**src/rtl/spi_arbiter.sv**
```systemverilog
`default_nettype none
// ============================================================================
//  Module   : spi_arbiter
//  Purpose  : Shares one SPI byte-transaction engine between NREQ requesters.
//             Round-robin grant, one transaction at a time, a minimum idle gap
//             after each transaction, read data and a one-cycle ack returned
//             to the owner.
//  Ports    : clk, reset            - clock, synchronous active-high reset
//             req_i/req_addr_i/req_wdata_i/req_read_i - per-requester request
//                                     (byte slice i = [8i+7:8i])
//             gnt_o/ack_o/err_o      - one-hot owner, completion, abort flags
//             rdata_o                - byte captured at completion, held
//             spi_enable_o/spi_read_o/spi_addr_o/spi_wdata_o - to engine
//             spi_done_i/spi_rdata_i - from engine
//  Options  : define SPI_ARB_TIMEOUT_EN to abort a transaction that sees no
//             spi_done within TIMEOUT_CYCLES cycles (ack and err pulse).
//  Revision : 1.0 - initial release
// ============================================================================
module spi_arbiter #(
    parameter int NREQ           = 2,
    parameter int GAP_CYCLES     = 4,
    parameter int TIMEOUT_CYCLES = 4096
) (
    input  logic                clk,
    input  logic                reset,
    input  logic [NREQ-1:0]     req_i,
    input  logic [8*NREQ-1:0]   req_addr_i,
    input  logic [8*NREQ-1:0]   req_wdata_i,
    input  logic [NREQ-1:0]     req_read_i,
    output logic [NREQ-1:0]     gnt_o,
    output logic [NREQ-1:0]     ack_o,
    output logic [NREQ-1:0]     err_o,
    output logic [7:0]          rdata_o,
    output logic                spi_enable_o,
    output logic                spi_read_o,
    output logic [7:0]          spi_addr_o,
    output logic [7:0]          spi_wdata_o,
    input  logic                spi_done_i,
    input  logic [7:0]          spi_rdata_i
);

    localparam int PW = (NREQ > 1) ? $clog2(NREQ) : 1;
    localparam int GW = (GAP_CYCLES > 0) ? $clog2(GAP_CYCLES + 1) : 1;

    localparam logic [1:0] c_IDLE = 2'd0;
    localparam logic [1:0] c_XFER = 2'd1;
    localparam logic [1:0] c_GAP  = 2'd2;

    if (NREQ < 2 || GAP_CYCLES < 0 || TIMEOUT_CYCLES < 1) begin : g_param_check
        $error("spi_arbiter: illegal parameter value");
    end

    logic [1:0]      state_q,  state_d;
    logic [PW-1:0]   ptr_q,    ptr_d;      // last winner; also the current owner
    logic [NREQ-1:0] gnt_q,    gnt_d;
    logic [NREQ-1:0] ack_q,    ack_d;
    logic [7:0]      rdata_q,  rdata_d;
    logic            en_q,     en_d;
    logic            read_q,   read_d;
    logic [7:0]      addr_q,   addr_d;
    logic [7:0]      wdata_q,  wdata_d;
    logic [GW-1:0]   gap_q,    gap_d;

`ifdef SPI_ARB_TIMEOUT_EN
    localparam int TW = $clog2(TIMEOUT_CYCLES + 1);
    logic [TW-1:0]   tmo_q,    tmo_d;
    logic [NREQ-1:0] err_q,    err_d;
`endif

    // ------------------------------------------------------------------
    // Round-robin pick: first requester after ptr_q, wrapping. A requester
    // whose ack is high this cycle is masked so it cannot be re-issued
    // before it has seen its completion.
    // ------------------------------------------------------------------
    logic [NREQ-1:0] w_req_m;
    logic [PW:0]     w_idx;
    logic [PW-1:0]   w_win;
    logic            w_any;

    always_comb begin
        w_req_m = req_i & ~ack_q;
        w_idx   = '0;
        w_win   = ptr_q;
        w_any   = 1'b0;
        // Walk from the farthest candidate down so the nearest one wins.
        for (int k = NREQ; k >= 1; k--) begin
            w_idx = {1'b0, ptr_q} + (PW + 1)'(k);
            if (w_idx >= (PW + 1)'(NREQ)) begin
                w_idx = w_idx - (PW + 1)'(NREQ);
            end
            if (w_req_m[w_idx[PW-1:0]]) begin
                w_any = 1'b1;
                w_win = w_idx[PW-1:0];
            end
        end
    end

    // ------------------------------------------------------------------
    // Next-state logic
    // ------------------------------------------------------------------
    always_comb begin
        state_d = state_q;
        ptr_d   = ptr_q;
        gnt_d   = gnt_q;
        ack_d   = '0;
        rdata_d = rdata_q;
        en_d    = en_q;
        read_d  = read_q;
        addr_d  = addr_q;
        wdata_d = wdata_q;
        gap_d   = gap_q;
`ifdef SPI_ARB_TIMEOUT_EN
        tmo_d   = tmo_q;
        err_d   = '0;
`endif

        case (state_q)
            c_IDLE: begin
                if (w_any) begin
                    state_d        = c_XFER;
                    gnt_d          = '0;
                    gnt_d[w_win]   = 1'b1;
                    en_d           = 1'b1;
                    addr_d         = req_addr_i[8*w_win +: 8];
                    wdata_d        = req_wdata_i[8*w_win +: 8];
                    read_d         = req_read_i[w_win];
                    ptr_d          = w_win;
`ifdef SPI_ARB_TIMEOUT_EN
                    tmo_d          = '0;
`endif
                end
            end

            c_XFER: begin
`ifdef SPI_ARB_TIMEOUT_EN
                tmo_d = tmo_q + TW'(1);
`endif
                // Completion takes priority over a coincident timeout.
                if (spi_done_i) begin
                    en_d         = 1'b0;
                    gnt_d        = '0;
                    ack_d[ptr_q] = 1'b1;
                    rdata_d      = spi_rdata_i;
                    gap_d        = GW'(GAP_CYCLES);
                    state_d      = (GAP_CYCLES == 0) ? c_IDLE : c_GAP;
                end
`ifdef SPI_ARB_TIMEOUT_EN
                else if (tmo_q == TW'(TIMEOUT_CYCLES - 1)) begin
                    en_d         = 1'b0;
                    gnt_d        = '0;
                    ack_d[ptr_q] = 1'b1;
                    err_d[ptr_q] = 1'b1;
                    rdata_d      = 8'h00;
                    gap_d        = GW'(GAP_CYCLES);
                    state_d      = (GAP_CYCLES == 0) ? c_IDLE : c_GAP;
                end
`endif
            end

            c_GAP: begin
                // Loaded with GAP_CYCLES; the cycle showing 1 is the last GAP cycle.
                if (gap_q <= GW'(1)) begin
                    state_d = c_IDLE;
                end else begin
                    gap_d = gap_q - GW'(1);
                end
            end

            default: begin
                state_d = c_IDLE;
            end
        endcase
    end

    // ------------------------------------------------------------------
    // State registers
    // ------------------------------------------------------------------
    always_ff @(posedge clk) begin
        if (reset) begin
            state_q <= c_IDLE;
            ptr_q   <= PW'(NREQ - 1);
            gnt_q   <= '0;
            ack_q   <= '0;
            rdata_q <= 8'h00;
            en_q    <= 1'b0;
            read_q  <= 1'b0;
            addr_q  <= 8'h00;
            wdata_q <= 8'h00;
            gap_q   <= '0;
`ifdef SPI_ARB_TIMEOUT_EN
            tmo_q   <= '0;
            err_q   <= '0;
`endif
        end else begin
            state_q <= state_d;
            ptr_q   <= ptr_d;
            gnt_q   <= gnt_d;
            ack_q   <= ack_d;
            rdata_q <= rdata_d;
            en_q    <= en_d;
            read_q  <= read_d;
            addr_q  <= addr_d;
            wdata_q <= wdata_d;
            gap_q   <= gap_d;
`ifdef SPI_ARB_TIMEOUT_EN
            tmo_q   <= tmo_d;
            err_q   <= err_d;
`endif
        end
    end

    assign gnt_o        = gnt_q;
    assign ack_o        = ack_q;
    assign rdata_o      = rdata_q;
    assign spi_enable_o = en_q;
    assign spi_read_o   = read_q;
    assign spi_addr_o   = addr_q;
    assign spi_wdata_o  = wdata_q;

`ifdef SPI_ARB_TIMEOUT_EN
    assign err_o = err_q;
`else
    assign err_o = '0;
`endif

endmodule
`default_nettype wire

```
**config.mk**
```make
export PLATFORM = sky130hd
export DESIGN_NAME = spi_arbiter
export DESIGN_NICKNAME = d
export VERILOG_FILES = /design/src/rtl/spi_arbiter.sv
export SDC_FILE = /design/constraint.sdc
export NUM_CORES = 1
export LEC_CHECK = 0
export ABC_AREA = 1
export CORE_MARGIN = 1.5
export CORE_UTILIZATION = 44
export DETAILED_ROUTE_END_ITERATION = 8
export GPL_ROUTABILITY_DRIVEN = 0
export PLACE_DENSITY = 0.84
export SYNTH_ARGS = -nofsm -noshare
export SYNTH_HDL_FRONTEND = slang
export SYNTH_SLANG_ARGS = --single-unit
```
**constraint.sdc**
```tcl
create_clock -name clk -period 3.3 [get_ports clk]
set_input_delay 0.66 -clock clk [delete_from_list [all_inputs] [get_ports clk]]
set_output_delay 0.66 -clock clk [all_outputs]
set_load 0.05 [all_outputs]
```
## Word-level counts from Yosys, hierarchy flattened

Cells that the tools add are included.

- $lt $le $gt $ge: 9
- Bitwise logic cells: 4
- Equal/unequal tests: 6
- Reductions and logical operators: 11
- Add/subtract/negate cells: 5
- Multiplexer cells: 29
- Shift operators: 2

Operator list:

| operator | number |
|---|---|
| 16-bit by 5-bit variable part select with 8-bit output | 2 |
| 1-bit two-way mux | 16 |
| 2-bit two-way mux | 5 |
| 3-bit AND reduction | 3 |
| 1-bit by 2-bit less-than comparator with 1-bit output, second input constant | 4 |
| 2-bit != test, second input constant | 4 |
| 3-bit two-way mux | 2 |
| 2-bit one-hot mux with 3 select lines | 1 |
| 3-bit one-hot mux with 2 select lines | 1 |
| 2-bit greater-or-equal comparator, second input constant | 2 |
| 2-bit one-hot mux with 2 select lines | 1 |
| 2-bit AND reduction | 2 |
| 2-bit nonzero test | 2 |
| 3-bit by 1-bit <= comparator with 1-bit output, second input constant | 1 |
| 3-bit OR reduction | 1 |
| 3-bit by 1-bit subtractor with 3-bit output, second input constant | 1 |
| 1-bit by 1-bit adder with 2-bit output, second input constant | 1 |
| 1-bit by 2-bit adder with 2-bit output, second input constant | 1 |
| 2-bit bitwise AND | 1 |
| 1-bit demux with 1-bit select | 2 |
| 2-bit by 1-bit equality test with 1-bit output, second input constant | 1 |
| 2-bit equality test, second input constant | 1 |
| 1-bit greater-or-equal comparator, second input constant | 2 |
| 1-bit logical AND | 2 |
| 5 further kinds | 7 |

- Output and inout bits: 32
- Register bits after elaboration: 36
- Word-level logic and storage cells: 76
- Bits of input ports: 47

## Logic depth before layout (Yosys ltp)

Gate-level depths: netlist of the first run.

- Depth after elaboration: 13
- Depth in mapped cells: 9
- Mapped depth without buffers: 8

## Worst setup path after synthesis of the first run

No wires, ideal clock.

- Path kind: register to register
- Start point: register ack_q[1] (netlist: ack_o[1])
- End point: register addr_q[0] (netlist: spi_addr_o[0])
- Data required time: 3.191 ns
- Setup time: 0.109 ns
- Buffers on the path: 1
- Clock period less this slack: 1.425 ns
- Stages on the path, launching flop included: 9
- Arrival time: 1.316 ns
- Setup slack: 1.875 ns
- Cell sequence: dfxtp_1 > inv_1 > nand2_1 > nand2_1 > nand2_2 > buf_2 > a21oi_1 > nand2_1 > inv_1

- Cells in the longest elaborated chain, start to end: 7
- Elaborated cells between the ends (all ways): 12
- Those cells by class: shift: 1; mux: 8; bitwise: 2; reduce/logical: 1

Ends and longest elaborated chain:

| item | RTL line | source |
|---|---|---|
| from (decl) | 56 | `logic [NREQ-1:0] ack_q, ack_d;` |
| from (signal assigned) | 198 | `ack_q <= ack_d;` |
| 2-bit NOT (*) | 81 | `w_req_m = req_i & ~ack_q;` |
| 2-bit bitwise AND (*) | 81 |  |
| 1-bit two-way mux (implied by the code) (2 in a row) | 91 | `if (w_req_m[w_idx[PW-1:0]]) begin` |
| 1-bit two-way mux (2 in a row) | 91 |  |
| 16-bit by 5-bit variable part select with 8-bit output or 2-bit AND reduction (tied branches) | -- |  |
| to (signal assigned) | 202 | `addr_q <= addr_d;` |
| to (decl) | 60 | `logic [7:0] addr_q, addr_d;` |

Every way passes the cells marked *; elsewhere a longest branch is shown, timed or not. The select of a mux whose other input is x is not followed.
A chain may end at the register's enable or synchronous reset.

## Worst setup path in the final report of the first run

- Start point: register ack_q[0] (netlist: ack_o[0])
- End point: output ack_o[0]

RTL lines:

| item | RTL line | source |
|---|---|---|
| to (decl) | 31 | `output logic [NREQ-1:0] ack_o,` |

No word-level cell between the ends.

==> results of run 1 <==
-- worst paths after layout --
path,start,end,slack (ns),depth (start not counted)
max reg2reg,ack_o[0]$_SDFF_PP0_,spi_wdata_o[7]$_SDFFE_PP0P_,1.75,8
min reg2reg,gap_q[0]$_SDFFE_PP0P_,gap_q[0]$_SDFFE_PP0P_,0.42,1
max,ack_o[0]$_SDFF_PP0_,ack_o[0],1.16,1
min,gap_q[0]$_SDFFE_PP0P_,gap_q[0]$_SDFFE_PP0P_,0.42,1
-- layout by cell type (no fill, tap or decap), types with 2 or more instances in the layout --
master           netlist  layout
nand2_2               12      12
clkbuf_8               0       5
dfxtp_1               36      36
nor2_1                 7       7
nand2_4                2       2
inv_2                  3       3
nand2_1               59      59
conb_1                 1       2
clkdlybuf4s50_1        0      76
inv_1                 45      45
nand3_1               39      39
a21oi_1               31      31
-- layout make-up --
| cell class | count | area [um2] | area share (%) |
|---|---|---|---|
| flip-flops and latches | 36 | 720.7 | 27.89 |
| clock buffers | 6 | 72.57 | 2.809 |
| inverters | 49 | 183.9 | 7.119 |
| well taps | 48 | 60.06 | 2.324 |
| multi-input cells | 156 | 743.2 | 28.77 |
| repair buffers | 77 | 768.2 | 29.73 |
| clock inverters | 2 | 35.03 | 1.356 |
-- registers in the layout (all words and copies together) (netlist names) --
| name | flops |
|---|---|
| rdata_o | 8 |
| spi_wdata_o | 8 |
| gnt_o | 2 |
| gap_q | 3 |
| spi_addr_o | 8 |
| state_q | 2 |
| ack_o | 2 |
| ptr_q | 1 |
| spi_enable_o | 1 |
| spi_read_o | 1 |
-- cells by family (layout without fill, tap and decap cells) --
logic type | after synthesis | count (layout) | share of synthesized area [%]
AO/OA/AOI/OAI | 32 | 32 | 9.262
other | 1 | 2 | 0.2169
flip-flops | 36 | 36 | 41.68
adder cells (fa/ha/maj) | 1 | 1 | 0.7235
buffers and inverters | 61 | 134 | 15.56
AND/OR/NAND/NOR | 121 | 121 | 32.56
-- stage by stage --
step | std cells | setup slack (ns)
5_1_grt | 374 | 1.123
6_report | 374 | 1.158
3_3_place_gp | 366 | 0.9725
3_5_place_dp | 366 | 0.9641
2_1_floorplan | 253 | 1.875
4_1_cts | 374 | 1.140
-- power breakdown --
group	internal (mW)	switching, mW
clock network	0.224	0.152
logic	0.171	0.288
registers	0.480	0.0266
total	0.875	0.466
-- routing by layer --
layer | vias to the layer above | wire [um]
li1 | 916 | -
met1 | 769 | 1842
met2 | 53 | 1981
met3 | 6 | 251
met4 | 0 | 43
met5 | - | 0
==> qor.yml, run 1 <==
yosys:
  synth_common_cells: "59 x nand2_1, 45 x inv_1, 39 x nand3_1"
  synthesis.area_um2: 1729
  yosys.area.top_type: "dfxtp_1"
  synthCells: 252
  yosysWarnings: 0
  yosysMostFrequentCell: "nand2_1"
  synth_top_area_share_pct: 41.68
  ys_top_cells_by_area: "dfxtp_1 42%, nand2_1 13%, nand3_1 11%"
  async_flop_share_pct: 0
  syn_area_per_cell_um2: 6.862
  ys.flop_type: "dfxtp_1"
  ys_seq_area_share_pct: 41.68
  ys_ff_latch: 36
  synth_edf_count: 0
  ys_types: 20
setup_path:
  crit_path_top_delay_cell: "clkdlybuf4s50_1"
  cp-start-kind: "flip-flop"
  path_max_fanout: 2
  criticalPathCategory: "reg2out"
  cp.arrival_ns: 1.48
  cp_cell_sequence: "clkdlybuf4s50_1"
  critPathTopFamily: "buffers and inverters"
  slowest_delay_ns: 0.82
  endpoint_kind: "output pin"
  path_buf_inv: 1
  cp.required_ns: 2.64
floorplanning:
  die_area_um2: 4315
  chipHeight_um: 65.69
  coreArea_um2: 3716
  rows: 22
  io_pins: 79
  die_x_um: 65.69
  start_util_pct: 46.53
drt:
  drc_errors: 0
  ant_nets: 0
  drt_pre_antenna_iters: 4
  routed_wl_um: 4118
  vias: 1744
  wl_per_cell_um: 11.01
  drtIter0Drc: 84
  vias_per_cell: 4.663
timing:
  slew_headroom_pct: 62.15
  period_share_pct: 64.91
  max_freq_mhz: 466.8
  finClkSkew_ns: 0.007055
  rsz0062_at_grt: "no"
  finalSetupViolCount: 0
  finalHoldWorstSlack_ns: 0.4244
  finalHoldViolCount: 0
  slew_violations: 0
  period_minus_slack_ns: 2.142
  setup_tns_ns: 0
  worst_pin_slew_ns: 0.5660
grt:
  grt_overflow: 0
  grt_pass1_wl_um: 6506
  grtUsageTotal_pct: 19.70
  grt_busiest_layer: "met2"
  antenna_found_initial: 0
  met2_usage_pct: 35.98
  use_met1_pct: 21.84
  grt_pass1_vias: 1533
  grt_max_degree: 24
  use_met3_pct: 5.993
status:
  outcome: "finished clean"
flow_run:
  cap_violations: 0
worst_hold_path:
  hp-class: "reg2reg"
clock_network:
  clkSinkCount: 36
  hold_buffers: 0
  cts_buffers: 5
  clockBufferDepth: 2
  htreeDepth: 2
  clock_latency_ns: 0.29
  cts_setup_buffers: 0
  clkTransAtPathRegs_ns: 0.07
  cts_tree: "built"
  cts_root_buf: "clkbuf_8"
  ctsResizeCount: 0
final_layout:
  n_antenna_cell: 0
  fillCellCount: 333
  drive_above_1_share_pct: 7.975
  synthToLayoutAreaGrowth_pct: 49.42
  nNetsFinal: 373
  final_util_pct: 69.53
  final_cell_area_um2: 2584
power:
  irDropWorstVdd_v: 0.0003362
  powerDensity_nw_per_um2: 519.2
  p_leak_nw: 1.202
  fin_total_pwr_mw: 1.341
placed_design:
  hpwl_um: 2935
  portBuffers: 76
  placed_cell_area_um2: 2476
Power figures use the tool's default switching activity.
==> run 2: changes to the inputs <==
CORE_UTILIZATION = 41   (was 44)
PLACE_DENSITY = 0.79   (was 0.84)
clock period = 2.2 ns   (was 3.3 ns; I/O delays follow)
==> run 2 against run 1 <==
  * Flip-flop and latch count stayed put
  * Utilization fell by 4.1 points
  * Non-clock buffer count up 4
  * Worst hold slack gained 0.0087 ns
  * Clock skew is 0.0020 ns higher
  * Power up 56%
  * Register-to-register slack got worse by 0.86 ns
  * Critical path type unchanged
  * Critical endpoint unchanged
  * Largest cell class unchanged
  * Largest power group unchanged
==> qor.yml, run 2 (synthesis gave the netlist of run 1 again) <==
status:
  outcome: "finished clean"
clock_network:
  clock_latency_ns: 0.29
  cts_buffers: 5
  cts_tree: "built"
  cts_setup_buffers: 0
  ctsResizeCount: 0
  hold_buffers: 0
  clockBufferDepth: 2
  cts_root_buf: "clkbuf_8"
  clkSinkCount: 36
  htreeDepth: 2
  clkTransAtPathRegs_ns: 0.08
timing:
  slew_headroom_pct: 64.38
  period_share_pct: 87.27
  setup_tns_ns: 0
  finalHoldViolCount: 0
  finalSetupViolCount: 0
  period_minus_slack_ns: 1.920
  slew_violations: 0
  finalHoldWorstSlack_ns: 0.4331
  max_freq_mhz: 520.8
  worst_pin_slew_ns: 0.5326
  finClkSkew_ns: 0.009056
  rsz0062_at_grt: "no"
drt:
  drc_errors: 0
  ant_nets: 0
  drtIter0Drc: 59
  routed_wl_um: 4271
  drt_pre_antenna_iters: 4
  vias_per_cell: 4.605
  vias: 1750
  wl_per_cell_um: 11.24
setup_path:
  path_buf_inv: 1
  criticalPathCategory: "reg2out"
  path_max_fanout: 2
  slowest_delay_ns: 0.82
  critPathTopFamily: "buffers and inverters"
  cp_cell_sequence: "clkdlybuf4s50_1"
  cp.required_ns: 1.76
  endpoint_kind: "output pin"
  cp-start-kind: "flip-flop"
  cp.arrival_ns: 1.48
  crit_path_top_delay_cell: "clkdlybuf4s50_1"
final_layout:
  synthToLayoutAreaGrowth_pct: 52.39
  multi_input_area_um2: 743.2
  layout_common_cells: "76 x clkdlybuf4s50_1, 59 x nand2_1, 45 x inv_1"
  drive_above_1_share_pct: 9.394
  fillCellCount: 384
  final_cell_area_um2: 2635
  final_util_pct: 65.40
  n_antenna_cell: 0
  mostFrequentLayoutCell: "clkdlybuf4s50_1"
  final-instance-count-excl-fill: 380
  nNetsFinal: 377
  seq_area_um2: 720.7
placed_design:
  hpwl_um: 3201
  placed_cell_area_um2: 2509
  portBuffers: 76
  placed_cells: 372
power:
  powerDensity_nw_per_um2: 793.9
  irDropWorstVdd_v: 0.0005399
  p_leak_nw: 1.230
floorplanning:
  rows: 23
  coreArea_um2: 4029
  chipHeight_um: 67.94
  die_x_um: 67.94
  die_area_um2: 4616
  io_pins: 79
  start_util_pct: 42.92
grt:
  grt_overflow: 0
  antenna_found_initial: 0
  grt_pass1_wl_um: 6734
  grt_pass1_vias: 1630
  grtUsageTotal_pct: 19.36
  grt_max_degree: 23
flow_run:
  cap_violations: 0
worst_hold_path:
  hp-class: "reg2reg"
-- run 2: power by group --
group	leakage, nW	internal, mW	total [mW]	switching (mW)
Clock	0.0645	0.400	0.633	0.233
Sequential	0.297	0.720	0.758	0.0382
Combinational	0.869	0.266	0.702	0.435
Total	1.23	1.39	2.09	0.706
-- run 2: layout make-up --
type / count / area share, %
Inverter: 49 / 6.980
Sequential cell: 36 / 27.35
Tap cell: 50 / 2.374
Clock inverter: 1 / 1.140
Multi-Input combinational cell: 156 / 28.21
Clock buffer: 7 / 3.656
Timing Repair Buffer: 81 / 30.29
-- run 2: path summary, 6_finish.rpt --
path,end,cells after the start,slack [ns],start
min reg2reg,gap_q[0]$_SDFFE_PP0P_,1,0.43,gap_q[0]$_SDFFE_PP0P_
min,gap_q[0]$_SDFFE_PP0P_,1,0.43,gap_q[0]$_SDFFE_PP0P_
max,ack_o[0],1,0.28,ack_o[0]$_SDFF_PP0_
max reg2reg,gnt_o[1]$_SDFFE_PP0P_,6,0.89,ptr_q$_SDFFE_PP1P_
-- run 2: stage by stage --
stage               total power [mW]  worst slack [ns]
floorplan                      1.242            0.7749
global placement               1.467            0.4212
detailed placement             1.477            0.3811
CTS                            2.107            0.2730
global route                   2.191            0.2546
finish                         2.092            0.2800
-- run 2: layer usage --
metal  wire length (um)  global-route usage, %
met4                 41                  6.000
met2               2095                  35.19
met3                312                  5.921
met1               1821                  21.40
met5                  0                      0
